--- config.mk ---
export PLATFORM = sky130hd
export DESIGN_NAME = flash_prog_sequencer
export DESIGN_NICKNAME = d
export VERILOG_FILES = /design/src/rtl/flash_seq_pkg.sv /design/src/rtl/flash_seq_timer.sv /design/src/rtl/flash_prog_sequencer.sv
export SDC_FILE = /design/constraint.sdc
export NUM_CORES = 1
export LEC_CHECK = 0
export ABC_CLOCK_PERIOD_IN_PS = 6710
export CAP_MARGIN = 20
export CORE_MARGIN = 3
export CORE_UTILIZATION = 50
export DETAILED_ROUTE_END_ITERATION = 8
export HOLD_SLACK_MARGIN = 0.15
export PLACE_DENSITY = 0.79
export RECOVER_POWER = 100
export SETUP_SLACK_MARGIN = 0.5
export SLEW_MARGIN = 20
export SYNTH_ARGS = -nofsm -noshare
export SYNTH_HDL_FRONTEND = slang
export SYNTH_HIERARCHICAL = 1
export SYNTH_SLANG_ARGS = --single-unit
--- constraint.sdc ---
create_clock -name osc_i -period 6.71 [get_ports osc_i]
set_input_delay 0.671 -clock osc_i [delete_from_list [all_inputs] [get_ports osc_i]]
set_output_delay 0.671 -clock osc_i [all_outputs]
set_load 0.03 [all_outputs]
--- src/rtl/flash_seq_pkg.sv ---
// Shared types and default timing for the parallel-flash program sequencer.
// Pure declarations: no latency or flow control of its own.
package flash_seq_pkg;

  typedef enum logic [3:0] {
    IDLE, J_SETUP, J_WE, J_HOLD, P_SETUP, P_WE, P_HOLD, POLL, DONE, ERR
  } state_e;

  localparam int DEF_ADDR_W       = 17;
  localparam int DEF_JEDEC_DEPTH  = 6;
  localparam int DEF_BUF_DEPTH    = 128;
  localparam int DEF_WE_PULSE     = 24;
  localparam int DEF_WE_HOLD      = 24;
  localparam int DEF_OE_CYCLES    = 4;
  localparam int DEF_POLL_TIMEOUT = 240000;

  function automatic int max3(input int a, input int b, input int c);
    int m;
    m = (a > b) ? a : b;
    return (m > c) ? m : c;
  endfunction

  // Bits needed to hold the values 0..n-1.
  function automatic int cnt_width(input int n);
    return (n <= 2) ? 1 : $clog2(n);
  endfunction

endpackage

--- src/rtl/flash_seq_timer.sv ---
// Loadable down-counter with a zero flag, shared by the #WE, hold and #OE phases.
// Load takes effect next cycle; it then counts to zero and stays there until reloaded.
module flash_seq_timer #(
  parameter int W = 5
) (
  input  logic         clk_i,
  input  logic         rst_n_i,
  input  logic         load_i,
  input  logic [W-1:0] load_val_i,
  output logic         zero_o
);

  logic [W-1:0] cnt_q, cnt_d;

  always_comb begin
    cnt_d = cnt_q;
    if (load_i)             cnt_d = load_val_i;
    else if (cnt_q != '0)   cnt_d = cnt_q - 1'b1;
  end

  always_ff @(posedge clk_i or negedge rst_n_i) begin
    if (!rst_n_i) cnt_q <= '0;
    else          cnt_q <= cnt_d;
  end

  assign zero_o = (cnt_q == '0);

endmodule

--- src/rtl/flash_prog_sequencer.sv ---
// Drives one JEDEC-prefixed program burst onto a DIP32 flash, then DQ6-toggle polls for completion.
// Busy from the cycle after start until one cycle after done/error; start is ignored while busy.
module flash_prog_sequencer
  import flash_seq_pkg::*;
#(
  parameter int ADDR_W       = DEF_ADDR_W,
  parameter int JEDEC_DEPTH  = DEF_JEDEC_DEPTH,
  parameter int BUF_DEPTH    = DEF_BUF_DEPTH,
  parameter int WE_PULSE     = DEF_WE_PULSE,
  parameter int WE_HOLD      = DEF_WE_HOLD,
  parameter int OE_CYCLES    = DEF_OE_CYCLES,
  parameter int POLL_TIMEOUT = DEF_POLL_TIMEOUT
) (
  input  logic              osc_i,
  input  logic              rst_n_i,
  input  logic              start_i,
  input  logic [2:0]        jedec_count_i,
  input  logic [7:0]        write_count_i,
  input  logic [ADDR_W-1:0] start_addr_i,
  output logic [2:0]        jedec_idx_o,
  input  logic [ADDR_W-1:0] jedec_addr_i,
  input  logic [7:0]        jedec_data_i,
  output logic [6:0]        buf_idx_o,
  input  logic [7:0]        buf_data_i,
  input  logic [7:0]        dut_din_i,
  output logic [ADDR_W-1:0] dut_addr_o,
  output logic [7:0]        dut_dout_o,
  output logic              dut_drive_o,
  output logic              dut_ce_n_o,
  output logic              dut_oe_n_o,
  output logic              dut_we_n_o,
  output logic              busy_o,
  output logic              done_o,
  output logic              timeout_err_o
);

  localparam int TMR_W = cnt_width(max3(WE_PULSE, WE_HOLD, OE_CYCLES));
  localparam int TO_W  = cnt_width(POLL_TIMEOUT);

  localparam logic [2:0]       J_MAX   = 3'(JEDEC_DEPTH);
  localparam logic [7:0]       W_MAX   = 8'(BUF_DEPTH);
  localparam logic [TMR_W-1:0] T_WE    = TMR_W'(WE_PULSE - 1);
  localparam logic [TMR_W-1:0] T_HOLD  = TMR_W'(WE_HOLD - 1);
  localparam logic [TMR_W-1:0] T_OE    = TMR_W'(OE_CYCLES - 1);
  localparam logic [TO_W-1:0]  TO_LAST = TO_W'(POLL_TIMEOUT - 1);

  state_e            state_q, state_d;
  logic [2:0]        jcnt_q, jcnt_d, jidx_q, jidx_d;
  logic [7:0]        wcnt_q, wcnt_d;
  logic [6:0]        bidx_q, bidx_d;
  logic [ADDR_W-1:0] base_q, base_d, addr_q, addr_d, pay_addr;
  logic [7:0]        dout_q, dout_d;
  logic              poll_oe_q, poll_oe_d, primed_q, primed_d, dq6_q, dq6_d;
  logic [TO_W-1:0]   to_cnt_q, to_cnt_d;
  logic              err_q, err_d;
  logic              ce_n_q, ce_n_d, oe_n_q, oe_n_d, we_n_q, we_n_d;
  logic              drive_q, drive_d, busy_q, busy_d, done_q, done_d;
  logic              tmr_load, tmr_zero;
  logic [TMR_W-1:0]  tmr_val;
  logic              unused_din;

  assign unused_din = ^{dut_din_i[7], dut_din_i[5:0]};
  assign pay_addr   = base_q + ADDR_W'(bidx_q);

  flash_seq_timer #(.W(TMR_W)) u_timer (
    .clk_i      (osc_i),
    .rst_n_i    (rst_n_i),
    .load_i     (tmr_load),
    .load_val_i (tmr_val),
    .zero_o     (tmr_zero)
  );

  always_comb begin
    state_d   = state_q;
    jcnt_d    = jcnt_q;
    wcnt_d    = wcnt_q;
    jidx_d    = jidx_q;
    bidx_d    = bidx_q;
    base_d    = base_q;
    addr_d    = addr_q;
    dout_d    = dout_q;
    dq6_d     = dq6_q;
    err_d     = err_q;
    poll_oe_d = 1'b0;
    primed_d  = 1'b0;
    to_cnt_d  = '0;
    tmr_load  = 1'b0;
    tmr_val   = T_WE;

    case (state_q)
      IDLE: if (start_i) begin
        err_d  = 1'b0;
        jcnt_d = (jedec_count_i > J_MAX) ? J_MAX : jedec_count_i;
        wcnt_d = (write_count_i > W_MAX) ? W_MAX : write_count_i;
        base_d = start_addr_i;
        jidx_d = '0;
        bidx_d = '0;
        if (jcnt_d != '0)      state_d = J_SETUP;
        else if (wcnt_d != '0) state_d = P_SETUP;
        else                   state_d = POLL;
      end
      J_SETUP: begin
        addr_d   = jedec_addr_i;
        dout_d   = jedec_data_i;
        state_d  = J_WE;
        tmr_load = 1'b1;
        tmr_val  = T_WE;
      end
      J_WE: if (tmr_zero) begin
        state_d  = J_HOLD;
        tmr_load = 1'b1;
        tmr_val  = T_HOLD;
      end
      J_HOLD: if (tmr_zero) begin
        jidx_d = jidx_q + 3'd1;
        if (jidx_q + 3'd1 < jcnt_q) state_d = J_SETUP;
        else if (wcnt_q != '0)      state_d = P_SETUP;
        else                        state_d = POLL;
      end
      P_SETUP: begin
        addr_d   = pay_addr;
        dout_d   = buf_data_i;
        state_d  = P_WE;
        tmr_load = 1'b1;
        tmr_val  = T_WE;
      end
      P_WE: if (tmr_zero) begin
        state_d  = P_HOLD;
        tmr_load = 1'b1;
        tmr_val  = T_HOLD;
      end
      P_HOLD: if (tmr_zero) begin
        bidx_d = bidx_q + 7'd1;
        if ({1'b0, bidx_q} + 8'd1 < wcnt_q) state_d = P_SETUP;
        else                                state_d = POLL;
      end
      POLL: begin
        // Entry cycle keeps #OE high so DQ is released before the first read.
        to_cnt_d  = to_cnt_q + 1'b1;
        poll_oe_d = poll_oe_q;
        primed_d  = primed_q;
        if (to_cnt_q >= TO_LAST) begin
          state_d = ERR;
          err_d   = 1'b1;
        end else if (jcnt_q == '0 && wcnt_q == '0) begin
          state_d = DONE;
        end else if (!poll_oe_q) begin
          poll_oe_d = 1'b1;
          tmr_load  = 1'b1;
          tmr_val   = T_OE;
        end else if (tmr_zero) begin
          poll_oe_d = 1'b0;
          primed_d  = 1'b1;
          dq6_d     = dut_din_i[6];
          if (primed_q && (dut_din_i[6] == dq6_q)) state_d = DONE;
        end
      end
      DONE, ERR: begin
        jidx_d  = '0;
        bidx_d  = '0;
        state_d = IDLE;
      end
      default: state_d = IDLE;
    endcase

    // Strobes are registered from the next state so the pins never glitch.
    busy_d  = (state_d != IDLE);
    done_d  = (state_d == DONE);
    ce_n_d  = !(state_d inside {J_SETUP, J_WE, J_HOLD, P_SETUP, P_WE, P_HOLD, POLL});
    we_n_d  = !(state_d inside {J_WE, P_WE});
    drive_d = (state_d inside {J_SETUP, J_WE, J_HOLD, P_SETUP, P_WE, P_HOLD});
    oe_n_d  = !((state_d == POLL) && poll_oe_d);
  end

  always_ff @(posedge osc_i or negedge rst_n_i) begin
    if (!rst_n_i) begin
      state_q   <= IDLE;
      jcnt_q    <= '0;
      wcnt_q    <= '0;
      jidx_q    <= '0;
      bidx_q    <= '0;
      base_q    <= '0;
      addr_q    <= '0;
      dout_q    <= '0;
      poll_oe_q <= 1'b0;
      primed_q  <= 1'b0;
      dq6_q     <= 1'b0;
      to_cnt_q  <= '0;
      err_q     <= 1'b0;
      ce_n_q    <= 1'b1;
      oe_n_q    <= 1'b1;
      we_n_q    <= 1'b1;
      drive_q   <= 1'b0;
      busy_q    <= 1'b0;
      done_q    <= 1'b0;
    end else begin
      state_q   <= state_d;
      jcnt_q    <= jcnt_d;
      wcnt_q    <= wcnt_d;
      jidx_q    <= jidx_d;
      bidx_q    <= bidx_d;
      base_q    <= base_d;
      addr_q    <= addr_d;
      dout_q    <= dout_d;
      poll_oe_q <= poll_oe_d;
      primed_q  <= primed_d;
      dq6_q     <= dq6_d;
      to_cnt_q  <= to_cnt_d;
      err_q     <= err_d;
      ce_n_q    <= ce_n_d;
      oe_n_q    <= oe_n_d;
      we_n_q    <= we_n_d;
      drive_q   <= drive_d;
      busy_q    <= busy_d;
      done_q    <= done_d;
    end
  end

  // Setup cycles present the combinational buffer read directly; it is held from then on.
  assign dut_addr_o    = (state_q == J_SETUP) ? jedec_addr_i :
                         (state_q == P_SETUP) ? pay_addr     : addr_q;
  assign dut_dout_o    = (state_q == J_SETUP) ? jedec_data_i :
                         (state_q == P_SETUP) ? buf_data_i   : dout_q;
  assign jedec_idx_o   = jidx_q;
  assign buf_idx_o     = bidx_q;
  assign dut_drive_o   = drive_q;
  assign dut_ce_n_o    = ce_n_q;
  assign dut_oe_n_o    = oe_n_q;
  assign dut_we_n_o    = we_n_q;
  assign busy_o        = busy_q;
  assign done_o        = done_q;
  assign timeout_err_o = err_q;

endmodule

; ---- Word level (Yosys, flattened, before mapping)
; Cells that the tools add are included.
[totals]
output_inout_bits = 42
word_cells = 146
ff_bits = 100
input_bits = 72
[classes]
reduce_logical = 32
n_addsub = 6
muxes = 55
n_lt_le_gt_ge = 5
bitwise_logic = 2
eq_ne = 26
[op_table]
columns = op, count
row1 = 4-bit two-way mux, 10
row2 = 17-bit two-way mux, 2
row3 = 17-bit case mux with 2 select lines, 1
row4 = 4-bit by 3-bit equality test with 1-bit output (second input constant), 8
row5 = 4-bit case mux with 8 select lines, 1
row6 = 5-bit two-way mux, 6
row7 = 8-bit two-way mux, 3
row8 = 7-bit case mux with 3 select lines, 1
row9 = 18-bit by 1-bit adder with 18-bit output (second input constant), 1
row10 = 18-bit greater-or-equal comparator (second input constant), 1
row11 = 18-bit two-way mux, 1
row12 = 17-bit by 7-bit adder with 17-bit output, 1
row13 = 4-bit by 2-bit equality test with 1-bit output (second input constant), 4
row14 = 1-bit two-way mux, 16
row15 = 2-bit != test (second input constant), 8
row16 = 8-bit case mux with 2 select lines, 1
row17 = 8-bit nonzero test, 2
row18 = 3-bit two-way mux, 5
row19 = 7-bit two-way mux, 2
row20 = 4-bit equality test (second input constant), 3
row21 = 3-bit case mux with 3 select lines, 1
row22 = 3-bit AND reduction, 3
row23 = 3-bit nonzero test, 3
row24 = 7-bit by 1-bit adder with 8-bit output (second input constant), 1
row25 = 28 further kinds, 41

; ---- Longest topological paths before layout
; Gate-level depths: netlist of the first run.
[logic_depth]
depth_word = 11
ltp_mapped = 12

; ---- Hierarchy
; Netlist of the first run, hierarchy kept.
[by_module_without_submodules]
columns = module, instances, cells_each, area_each_um2
row1 = flash_prog_sequencer, 1, 528, 5136.2
row2 = flash_seq_timer, 1, 27, 279.0

; ---- Worst setup path after synthesis of the first run
; Ideal clock, no wire load.
[synth_timing]
path_type = reg-to-output
from = register bidx_q[0], in the netlist buf_idx_o[0]
to = output port dut_addr_o[14]
required_time_ns = 6.039
stages_incl_launch_ff = 11
setup_slack_ns = 3.226
t_arrival_ns = 2.813
cell_sequence = dfrtp_1 -> ha_1 -> inv_1 -> fa_1 -> nor2b_1 -> o21ai_0 -> a21boi_1 -> o211ai_1 -> a21oi_1 -> xnor2_1 -> o21ai_0
[synth_via]
elab_chain_cells = 3
[synth_rtl]
columns = item, line
row1 = from (decl), flash_prog_sequencer.sv:50  ; logic [6:0] bidx_q, bidx_d;
row2 = from (signal assigned), flash_prog_sequencer.sv:201  ; bidx_q <= bidx_d;
row3 = 17-bit by 7-bit adder with 17-bit output, flash_prog_sequencer.sv:63  ; assign pay_addr = base_q + ADDR_W'(bidx_q);
row4 = 17-bit two-way mux, flash_prog_sequencer.sv:221  ; (state_q == P_SETUP) ? pay_addr : addr_q;
row5 = 17-bit two-way mux, flash_prog_sequencer.sv:220  ; assign dut_addr_o = (state_q == J_SETUP) ? jedec_addr_i :
row6 = to (decl), flash_prog_sequencer.sv:26  ; output logic [ADDR_W-1:0] dut_addr_o,
; No other way between the ends.

; ---- Final worst setup path of the first run
[layout_timing]
from = register state_q[2]
to = output port dut_addr_o[13]
[layout_via]
elab_chain_cells = 3
[layout_rtl]
columns = item, line
row1 = from (decl), flash_prog_sequencer.sv:47  ; state_e state_q, state_d;
row2 = from (signal assigned), flash_prog_sequencer.sv:197  ; state_q <= state_d;
row3 = 4-bit by 3-bit equality test with 1-bit output, flash_prog_sequencer.sv:221
row4 = 17-bit two-way mux, flash_prog_sequencer.sv:221
row5 = 17-bit two-way mux *, flash_prog_sequencer.sv:220
; Mark *: on every way between the ends. The rest lies on a longest branch, timed or not.

==> results of run 1 <==
[cells in the mapped netlist, types with 5 or more instances]
| library cell | instances | area share |
|---|---|---|
| mux2_2 | 22 | 0.046 |
| o31ai_1 | 7 | 0.0097 |
| xor2_1 | 14 | 0.023 |
| clkbuf_1 | 15 | 0.010 |
| nand2_1 | 69 | 0.048 |
| o21ai_1 | 11 | 0.010 |
| inv_1 | 24 | 0.017 |
| nand3_1 | 19 | 0.018 |
| nor3_1 | 9 | 0.0083 |
| nand2b_1 | 12 | 0.014 |
| a21oi_1 | 18 | 0.017 |
| xnor2_1 | 26 | 0.042 |
| nor2_1 | 40 | 0.028 |
| nand4_1 | 6 | 0.0069 |
| a22oi_1 | 24 | 0.033 |
| dfrtp_1 | 97 | 0.45 |
| buf_2 | 5 | 0.0046 |
| o21ai_0 | 40 | 0.037 |
| and3_1 | 7 | 0.0081 |
| ha_1 | 20 | 0.046 |
[layer usage]
metal,global-route usage,vias up
met3,0.0472,20
li1,-,2161
met5,0,-
met1,0.272,2139
met2,0.370,128
met4,0.0712,0
[worst max-delay path, stage by stage, from the launching register on]
cell	delay (ns)
dfrtp_1	0.60
nand2b_1	0.26
nor3_1	1.02
nor2_1	0.35
clkbuf_1	0.47
a22oi_1	0.32
o21ai_0	0.15
dlygate4sd3_1	0.74
[stage by stage]
stage / hold WS [ns] / setup slack [ns] / utilization / cell area (um2) / cells
final: 0.478 / 1.75 / 0.647 / 6740 / 798
after global routing: 0.519 / 1.43 / 0.647 / 6740 / 798
after CTS: 0.286 / 2.44 / 0.654 / 6810 / 798
after detailed placement: 0.462 / 2.85 / 0.634 / 6610 / 782
after global placement: 0.452 / 2.90 / 0.634 / 6610 / 782
after floorplan: 0.375 / 3.23 / - / 5420 / 556
[kinds of logic after synthesis]
logic type      after synthesis  share of synthesized area
simple gates                194                      0.180
compound gates              129                      0.159
flops                       100                      0.463
buf+inv                      45                     0.0323
xor+xnor                     40                     0.0647
mux                          24                     0.0494
fa+ha+maj                    21                     0.0499
other cells                   2                    0.00139
[where the power goes]
| group | switching [mW] | leakage [nW] | total, mW | internal, mW |
|---|---|---|---|---|
| combinational | 0.741 | 1.61 | 1.25 | 0.513 |
| clock | 0.214 | 0.0999 | 0.399 | 0.184 |
| sequential | 0.140 | 1.27 | 0.946 | 0.806 |
[cell usage in the layout, fill, tap and decap left out, types with 10 or more instances in the layout]
master and instances:
xor2_1 14, o21ai_0 45, a21oi_1 18, clkbuf_8 10
a22oi_1 24, ha_1 20, nand2b_1 12, xnor2_1 26
nor3_1 11, nand3_1 19, inv_1 24, nand2_1 69
dfrtp_1 97, clkdlybuf4s50_1 63, dlygate4sd3_1 42, nor2_1 41
mux2_2 22
[sequential cells by signal (all words and copies together) (netlist names), 3 cells and up]
name and flops:
dout_q 8, base_q 17, wcnt_q 8, jedec_idx_o 3
addr_q 17, buf_idx_o 7, u_timer/cnt_q 5, to_cnt_q 18
state_q 4, jcnt_q 3
[final cells by class]
class | count | area share
Clock buffer | 11 | 0.0210
Clock inverter | 5 | 0.00891
Inverter | 24 | 0.0134
Multi-Input combinational cell | 411 | 0.399
Sequential cell | 100 | 0.372
Tap cell | 136 | 0.0252
Timing Repair Buffer | 111 | 0.160
[worst max-delay path by stage]
stage | endpoint | depth (start not counted)
finish | dut_addr_o[13] | 7
global route | dut_addr_o[13] | 7
CTS | dut_addr_o[12] | 11
detailed placement | dut_addr_o[15] | 9
global placement | dut_addr_o[16] | 11
floorplan | dut_addr_o[14] | 10
==> impl_metrics.tcl, run 1 <==
set metrics [dict create \
    yosys.cell_types.count 58 \
    avgSynthCellArea_um2 9.76 \
    cp_max_fo 20 \
    syn_to_final_growth_pct 24.5 \
    grt_pass1_vias 4520 \
    drt-initial-drc-count 225 \
    drt-met1-wl_mm 5.24 \
    clkSinkCount 100 \
    yosysSeqAreaShare 0.463 \
    dr_total_vias 4448 \
    finalCritPeriodShare 0.740 \
    ys_warn_count 6 \
    hold_class "reg -> reg" \
    ios 114 \
    n_fill_cell 864 \
    violations "capacitance limit, slew limit" \
    drc 0 \
    worstHoldPathCells 2 \
    ant_nets 0 \
    grt_max_degree 61 \
    power_density_nw_per_um2 385 \
    finalSetupViolCount 0 \
    synth_seq_cells 100 \
    fin_crit_ns 4.96 \
    rsz0062_at_grt "false" \
    grt_pass1_wl_mm 20.8 \
    hold_violations 0 \
    rows 37 \
    die_y_um 110 \
    clkLatencyLatePin_ns 0.37 \
    routed_wirelength_mm 12.4 \
    hpwlAfterDp_mm 9.21 \
    fmax_mhz 201 \
    post_drt_wl_per_cell_um 15.5 \
    seq_area_um2 2510 \
    initial_core_util 0.520 \
    core_um2 10400 \
    routed.top_layer "met4" \
    multi_input_area_um2 2690 \
    fp.dieW_um 110 \
    start_kind "flop" \
    antenna_cells 0 \
    postCtsResizedCells 0 \
    antenna_found_initial 0 \
    cts_made_buffers 9 \
    wl_met3_um 723 \
    totalPowerFinal_mw 2.60 \
    clock_skew_ns 0.0140 \
    hp-start "dout_q[2]" \
    worstMarginPinSlew_ns 2.15 \
    reg2reg_depth 11 \
    fin_setup_tns_ns 0 \
    gp_congestion 0.868 \
    cts_buffer_depth 2 \
    clk_pin_slew_ns 0.10 \
    rr_endpoint "dut_drive_o" \
    dr.pass1.iters 4 \
    final_nets 750 \
    dr_wl_met2_mm 6.13 \
    hold_end "dout_q[2]" \
    cts_tree "built" \
    htreeDepth 3 \
    mappedNetlistArea_um2 5420 \
    synth_edf_count 0 \
    grt_overflow 0 \
    track_usage 0.217 \
    crit_start "state_q[2]" \
    synthCells 555 \
    arrival_ns 4.29 \
    cp-end-kind "output pin" \
    drive_gt1_frac 0.0770 \
    async_flop_share 1.00 \
    root_buffer "clkbuf_8" \
    timing.rr.start "u_timer/cnt_q[0]" \
    max_slew_margin -0.436 \
    ir_drop_uv 205 \
    die_area_um2 12100 \
    outcome "complete, but fails checks" \
    cellLeakagePower_nw 2.98 \
    cap_violations 1 \
    critPathKind "reg -> out" \
    post_cts_buffers 0 \
    reg2reg_slack_ns 3.20 \
    hold_buffers 0 \
    required_ns 6.04 \
    synthFlopType "dfrtp_1" \
    routed_via_density 5.57 \
    portBuffers 106 \
    final-max-slew-violation-count 42 \
]
(Power assumes the default switching activity.)
==> run 2: changes to the inputs <==
--- a/config.mk
+++ b/config.mk
@@ -5,13 +5,13 @@
 export SDC_FILE = /design/constraint.sdc
 export NUM_CORES = 1
 export LEC_CHECK = 0
-export ABC_CLOCK_PERIOD_IN_PS = 6710
+export ABC_CLOCK_PERIOD_IN_PS = 4300
 export CAP_MARGIN = 20
 export CORE_MARGIN = 3
-export CORE_UTILIZATION = 50
+export CORE_UTILIZATION = 47
 export DETAILED_ROUTE_END_ITERATION = 8
 export HOLD_SLACK_MARGIN = 0.15
-export PLACE_DENSITY = 0.79
+export PLACE_DENSITY = 0.77
 export RECOVER_POWER = 100
 export SETUP_SLACK_MARGIN = 0.5
 export SLEW_MARGIN = 20
==> constraint.sdc (replaced) <==
create_clock -name osc_i -period 4.3 [get_ports osc_i]
set_input_delay 0.43 -clock osc_i [delete_from_list [all_inputs] [get_ports osc_i]]
set_output_delay 0.43 -clock osc_i [all_outputs]
set_load 0.03 [all_outputs]
==> run 2 against run 1 <==
Compared with the run above:
- the flow still finishes with violations (capacitance limit, slew limit)
- combinational power increased by 54%
- setup slack got worse by 1.2 ns
- non-clock buffer count decreased by 1
- critical path type unchanged
==> impl_metrics.tcl, run 2 (synthesis results as in run 1) <==
set metrics [dict create \
    worstMarginPinSlew_ns 1.81 \
    routed_via_density 5.49 \
    fin_setup_tns_ns 0 \
    required_ns 3.87 \
    grt_overflow 0 \
    hold_violations 0 \
    final_core_util 0.619 \
    regMostFlops "to_cnt_q" \
    post-route-worst-setup-slack_ns 0.547 \
    final_nets 749 \
    fmax_mhz 266 \
    die_area_um2 12800 \
    n_fill_cell 934 \
    reg2reg_depth 11 \
    critPathKind "reg -> out" \
    rows 38 \
    holdWs_ns 0.472 \
    cts_made_buffers 9 \
    violations "capacitance limit, slew limit" \
    cp_common_cell "o21ai_0" \
    dp_slack_ns 0.624 \
    slowest_delay_ns 0.51 \
    hold_class "reg -> reg" \
    htreeDepth 3 \
    path_buf_inv 2 \
    dr_total_vias 4394 \
    path_cells "ha_1 -> inv_1 -> fa_1 -> nor2b_1 -> o21ai_0 -> a21boi_2 -> o211ai_1 -> a21oi_1 -> xnor2_1 -> o21ai_0 -> dlygate4sd2_1" \
    post_drt_wl_per_cell_um 16.2 \
    cp_max_fo 7 \
    core_um2 11000 \
    finalSetupViolCount 0 \
    biggestRegsByFlops "to_cnt_q: 18 flops, addr_q: 17 flops, base_q: 17 flops" \
    drt-initial-drc-count 289 \
    ir_drop_uv 355 \
    ant_nets 0 \
    portBuffers 106 \
    fp.dieW_um 113 \
    cts_buffer_depth 2 \
    mostFrequentLayoutCell "dfrtp_1" \
    initial_core_util 0.491 \
    arrival_ns 3.32 \
    drc 0 \
    cellLeakagePower_nw 3.01 \
    ios 114 \
    cap_violations 2 \
    critPathSlowestCell "dfrtp_1" \
    clkLatencyLatePin_ns 0.35 \
    fin_crit_ns 3.75 \
    cts_tree "built" \
    grt_max_degree 72 \
    antenna_cells 0 \
    path_delay_family "compound AO/OA/AOI/OAI gates" \
    power_density_nw_per_um2 626 \
    hold_end "dout_q[1]" \
    die_y_um 113 \
    drive_gt1_frac 0.0818 \
    gp_congestion 0.860 \
    timing.rr.start "u_timer/cnt_q[0]" \
    hp-start "dout_q[1]" \
    routed_wirelength_mm 13.0 \
    rsz0062_at_grt "true" \
    grt_pass1_vias 4509 \
    rr_endpoint "dut_ce_n_o" \
    max_slew_margin -0.205 \
    final-max-slew-violation-count 103 \
    clock_skew_ns 0.00707 \
    root_buffer "clkbuf_16" \
    finalCritPeriodShare 0.873 \
    grt_pass1_wl_mm 21.5 \
    worstHoldPathCells 2 \
    largest_reg_flops 18 \
    antenna_found_initial 0 \
    hold_buffers 0 \
    start_kind "flop" \
    dr.pass1.iters 5 \
    hpwlAfterDp_mm 9.33 \
    syn_to_final_growth_pct 26.2 \
    outcome "complete, but fails checks" \
    reg2reg_slack_ns 0.68 \
    track_usage 0.208 \
    final_cell_mix "dfrtp_1 (97), nand2_1 (69), clkdlybuf4s50_1 (63), o21ai_0 (45), nor2_1 (39)" \
    clkSinkCount 100 \
    cp-end-kind "output pin" \
    post_cts_buffers 0 \
    clk_pin_slew_ns 0.06 \
]
## run 2: worst reg2reg max path: stages, from the launching register on
cell       delay [ns]
dfrtp_1          0.38
inv_1            0.09
ha_1             0.20
nor4b_1          0.30
clkbuf_1         0.80
or4b_1           0.50
a21oi_1          0.12
o21ai_0          0.11
nand3_1          0.14
o2111ai_1        0.30
nor3_1           0.39
or2_0            0.21
## run 2: final cells by class
class                      instances  area [um2]  share of cell area
multi-input combinational        411        2730               0.399
sequential                       100        2510               0.367
timing repair buffer             110        1020               0.149
clock buffer                       9         225              0.0330
tap                              140         175              0.0256
inverter                          24        90.1              0.0132
clock inverter                     6        88.8              0.0130
## run 2: layer usage
metal  global-route usage  part of all wire  up-vias
li1                     -                 -     2158
met1                0.270              0.44     2110
met2                0.348              0.50      110
met3               0.0508             0.052       16
met4               0.0569             0.014        0
met5                    0                 0        -
## run 2: stage by stage
| step | std cells | power (mW) | instance area (um2) |
|---|---|---|---|
| 2_1_floorplan | 556 | 2.86 | 5420 |
| 4_1_cts | 800 | 4.44 | 6930 |
| 3_5_place_dp | 785 | 3.59 | 6610 |
| 3_3_place_gp | 785 | 3.51 | 6610 |
| 6_report | 800 | 4.28 | 6830 |
| 5_1_grt | 800 | 4.56 | 6830 |
## run 2: repair_timing
item,4_1_cts,5_1_grt
resized for setup,9,17
pin swaps,0,0
setup endpoints to repair,11,14
cloned,0,0
## run 2: worst max path at each step
stage                       from             end  cells past startpoint
finish              buf_idx_o[0]  dut_addr_o[12]                     11
global route        buf_idx_o[0]  dut_addr_o[12]                     11
CTS                 buf_idx_o[0]  dut_addr_o[12]                     11
detailed placement  buf_idx_o[0]  dut_addr_o[16]                     11
global placement    buf_idx_o[0]  dut_addr_o[16]                     11
floorplan           buf_idx_o[0]  dut_addr_o[14]                     10
## run 2: power by group
part	total [mW]	internal [mW]	switching [mW]
Clock	0.871	0.508	0.363
Sequential	1.49	1.26	0.225
Combinational	1.92	0.748	1.18
Total	4.28	2.52	1.76
==> run 3: changes to the inputs <==
--- a/config.mk
+++ b/config.mk
@@ -6,7 +6,7 @@
 export NUM_CORES = 1
 export LEC_CHECK = 0
 export ABC_CLOCK_PERIOD_IN_PS = 4300
-export CAP_MARGIN = 20
+export CAP_MARGIN = 30
 export CORE_MARGIN = 3
 export CORE_UTILIZATION = 47
 export DETAILED_ROUTE_END_ITERATION = 8
==> run 3 against run 2 <==
Compared with the run above:
- the flow now finishes without violations
- cell area up 0.70%
- sequential power about the same
- non-clock buffer count grew 5
- via count increased by 1.1%
- critical path depth decreased by 4
- global-route usage rose by 0.19 points
- highest routed layer unchanged
==> impl_metrics.tcl, run 3 (synthesis results as in run 1) <==
set metrics [dict create \
    grt_pass1_vias 4585 \
    htreeDepth 3 \
    finalCritPeriodShare 0.874 \
    worstMarginPinSlew_ns 1.45 \
    cts_buffer_depth 2 \
    final_nets 754 \
    switchingPower_mw 1.76 \
    required_ns 3.87 \
    holdWs_ns 0.472 \
    rsz0062_at_grt "true" \
    gp_congestion 0.860 \
    antenna_cells 0 \
    dp.cells 786 \
    root_buffer "clkbuf_16" \
    die_y_um 113 \
    mostFrequentLayoutCell "dfrtp_1" \
    totalPowerFinal_mw 4.35 \
    final_core_util 0.624 \
    fin_setup_tns_ns 0 \
    grt_max_degree 72 \
    track_usage 0.210 \
    dpl-instance-area_um2 6620 \
    hold_end "dout_q[7]" \
    fp.dieW_um 113 \
    arrival_ns 3.33 \
    portBuffers 106 \
    fin_crit_ns 3.76 \
    biggestRegsByFlops "to_cnt_q: 18 flops, addr_q: 17 flops, base_q: 17 flops" \
    rows 38 \
    cp_max_fo 14 \
    initial_core_util 0.491 \
    post_drt_wl_per_cell_um 16.1 \
    p_sw_frac 0.404 \
    grt_pass1_wl_mm 21.8 \
    core_um2 11000 \
    critPathKind "reg -> out" \
    final_area_um2 6880 \
    routed_via_density 5.51 \
    post-route-worst-setup-slack_ns 0.543 \
    p_seq_frac 0.341 \
    hold_violations 0 \
    dr.pass1.iters 5 \
    drive_gt1_frac 0.0826 \
    start_kind "flop" \
    largest_reg_flops 18 \
    fmax_mhz 266 \
    worstHoldPathCells 2 \
    reg2reg_depth 11 \
    combinationalPowerShare 0.447 \
    dr_total_vias 4442 \
    outcome "completed" \
    cellLeakagePower_nw 3.04 \
    drc 0 \
    internal_power_mw 2.59 \
    clkLatencyLatePin_ns 0.34 \
    pwr-share-clk 0.212 \
    drt-initial-drc-count 280 \
    regMostFlops "to_cnt_q" \
    cts_tree "built" \
    ir_drop_uv 349 \
    cts_made_buffers 9 \
    grt_overflow 0 \
    ant_nets 0 \
    hold_class "reg -> reg" \
    reg2reg_slack_ns 0.67 \
    clk_pin_slew_ns 0.07 \
    syn_to_final_growth_pct 27.0 \
    finalSetupViolCount 0 \
    antenna_found_initial 0 \
    layout.cells.non_filler 806 \
    hp-start "dout_q[7]" \
    ios 114 \
    max_slew_margin 0.0361 \
    routed_wirelength_mm 12.9 \
    clkSinkCount 100 \
    rr_endpoint "dut_ce_n_o" \
    hpwlAfterDp_mm 9.38 \
    cap_violations 0 \
    power_density_nw_per_um2 632 \
    final_cell_mix "dfrtp_1 (97), nand2_1 (69), clkdlybuf4s50_1 (63), o21ai_0 (45), nor2_1 (41)" \
    dp_slack_ns 0.630 \
    die_area_um2 12800 \
    final-max-slew-violation-count 0 \
    cp-end-kind "output pin" \
    clock_skew_ns 0.00433 \
    timing.rr.start "u_timer/cnt_q[0]" \
]
## run 3: cell types whose count changed in the layout (fill, tap and decap cells not counted), sizes merged
| cell | previous run | this run |
|---|---|---|
| dlygate4sd3 | 31 | 32 |
| clkbuf | 21 | 24 |
| clkinvlp | 2 | 0 |
| clkinv | 1 | 3 |
| bufinv | 2 | 3 |
| buf | 1 | 3 |
| inv | 25 | 24 |
## run 3: worst max-delay path by stage
stage	startpoint	endpoint	slack [ns]	cells past startpoint
after floorplan	buf_idx_o[0]	dut_addr_o[14]	1.06	10
after global placement	buf_idx_o[0]	dut_addr_o[16]	0.72	11
after detailed placement	buf_idx_o[0]	dut_addr_o[16]	0.63	11
after CTS	buf_idx_o[0]	dut_addr_o[16]	0.51	11
after global routing	state_q[3]	dut_addr_o[5]	0.36	7
final	state_q[3]	dut_addr_o[4]	0.54	7
## run 3: timing repair
action	4_1_cts	5_1_grt
gates resized for setup	9	16
endpoints found under the hold margin	0	13
hold buffers	0	1
setup buffers	0	1
setup endpoints to repair	12	10
pin swaps	0	1
## run 3: worst max-delay path, cell delays in order, from the launching register on
cell and delay (ns):
dfrtp_1 0.55, nand2b_1 0.29, nor3_1 0.11, nor2_1 0.74
buf_6 0.26, a22oi_1 0.11, o31ai_1 0.10, dlygate4sd3_1 0.81
## run 3: final cells by class
| type | instances | area (um2) |
|---|---|---|
| clock buffer | 10 | 229 |
| tap | 140 | 175 |
| fill | 918 | 4150 |
| sequential | 100 | 2510 |
| clock inverter | 6 | 113 |
| inverter | 24 | 90.1 |
| multi-input combinational | 411 | 2710 |
| timing repair buffer | 115 | 1060 |
## run 3: layer usage
layer | part of all wire | vias to the layer above | track usage
li1 | - | 2177 | -
met1 | 0.44 | 2140 | 0.272
met2 | 0.50 | 109 | 0.355
met4 | 0.014 | 0 | 0.0689
met5 | 0 | - | 0
met3 | 0.044 | 16 | 0.0380
## run 3: power by group through the flow
stage	clock, mW	combinational [mW]	sequential, mW
2_1_floorplan	0	1.40	1.46
3_3_place_gp	0	2.03	1.49
3_5_place_dp	0	2.10	1.51
4_1_cts	0.940	2.08	1.49
5_1_grt	0.979	2.14	1.52
6_report	0.924	1.94	1.48
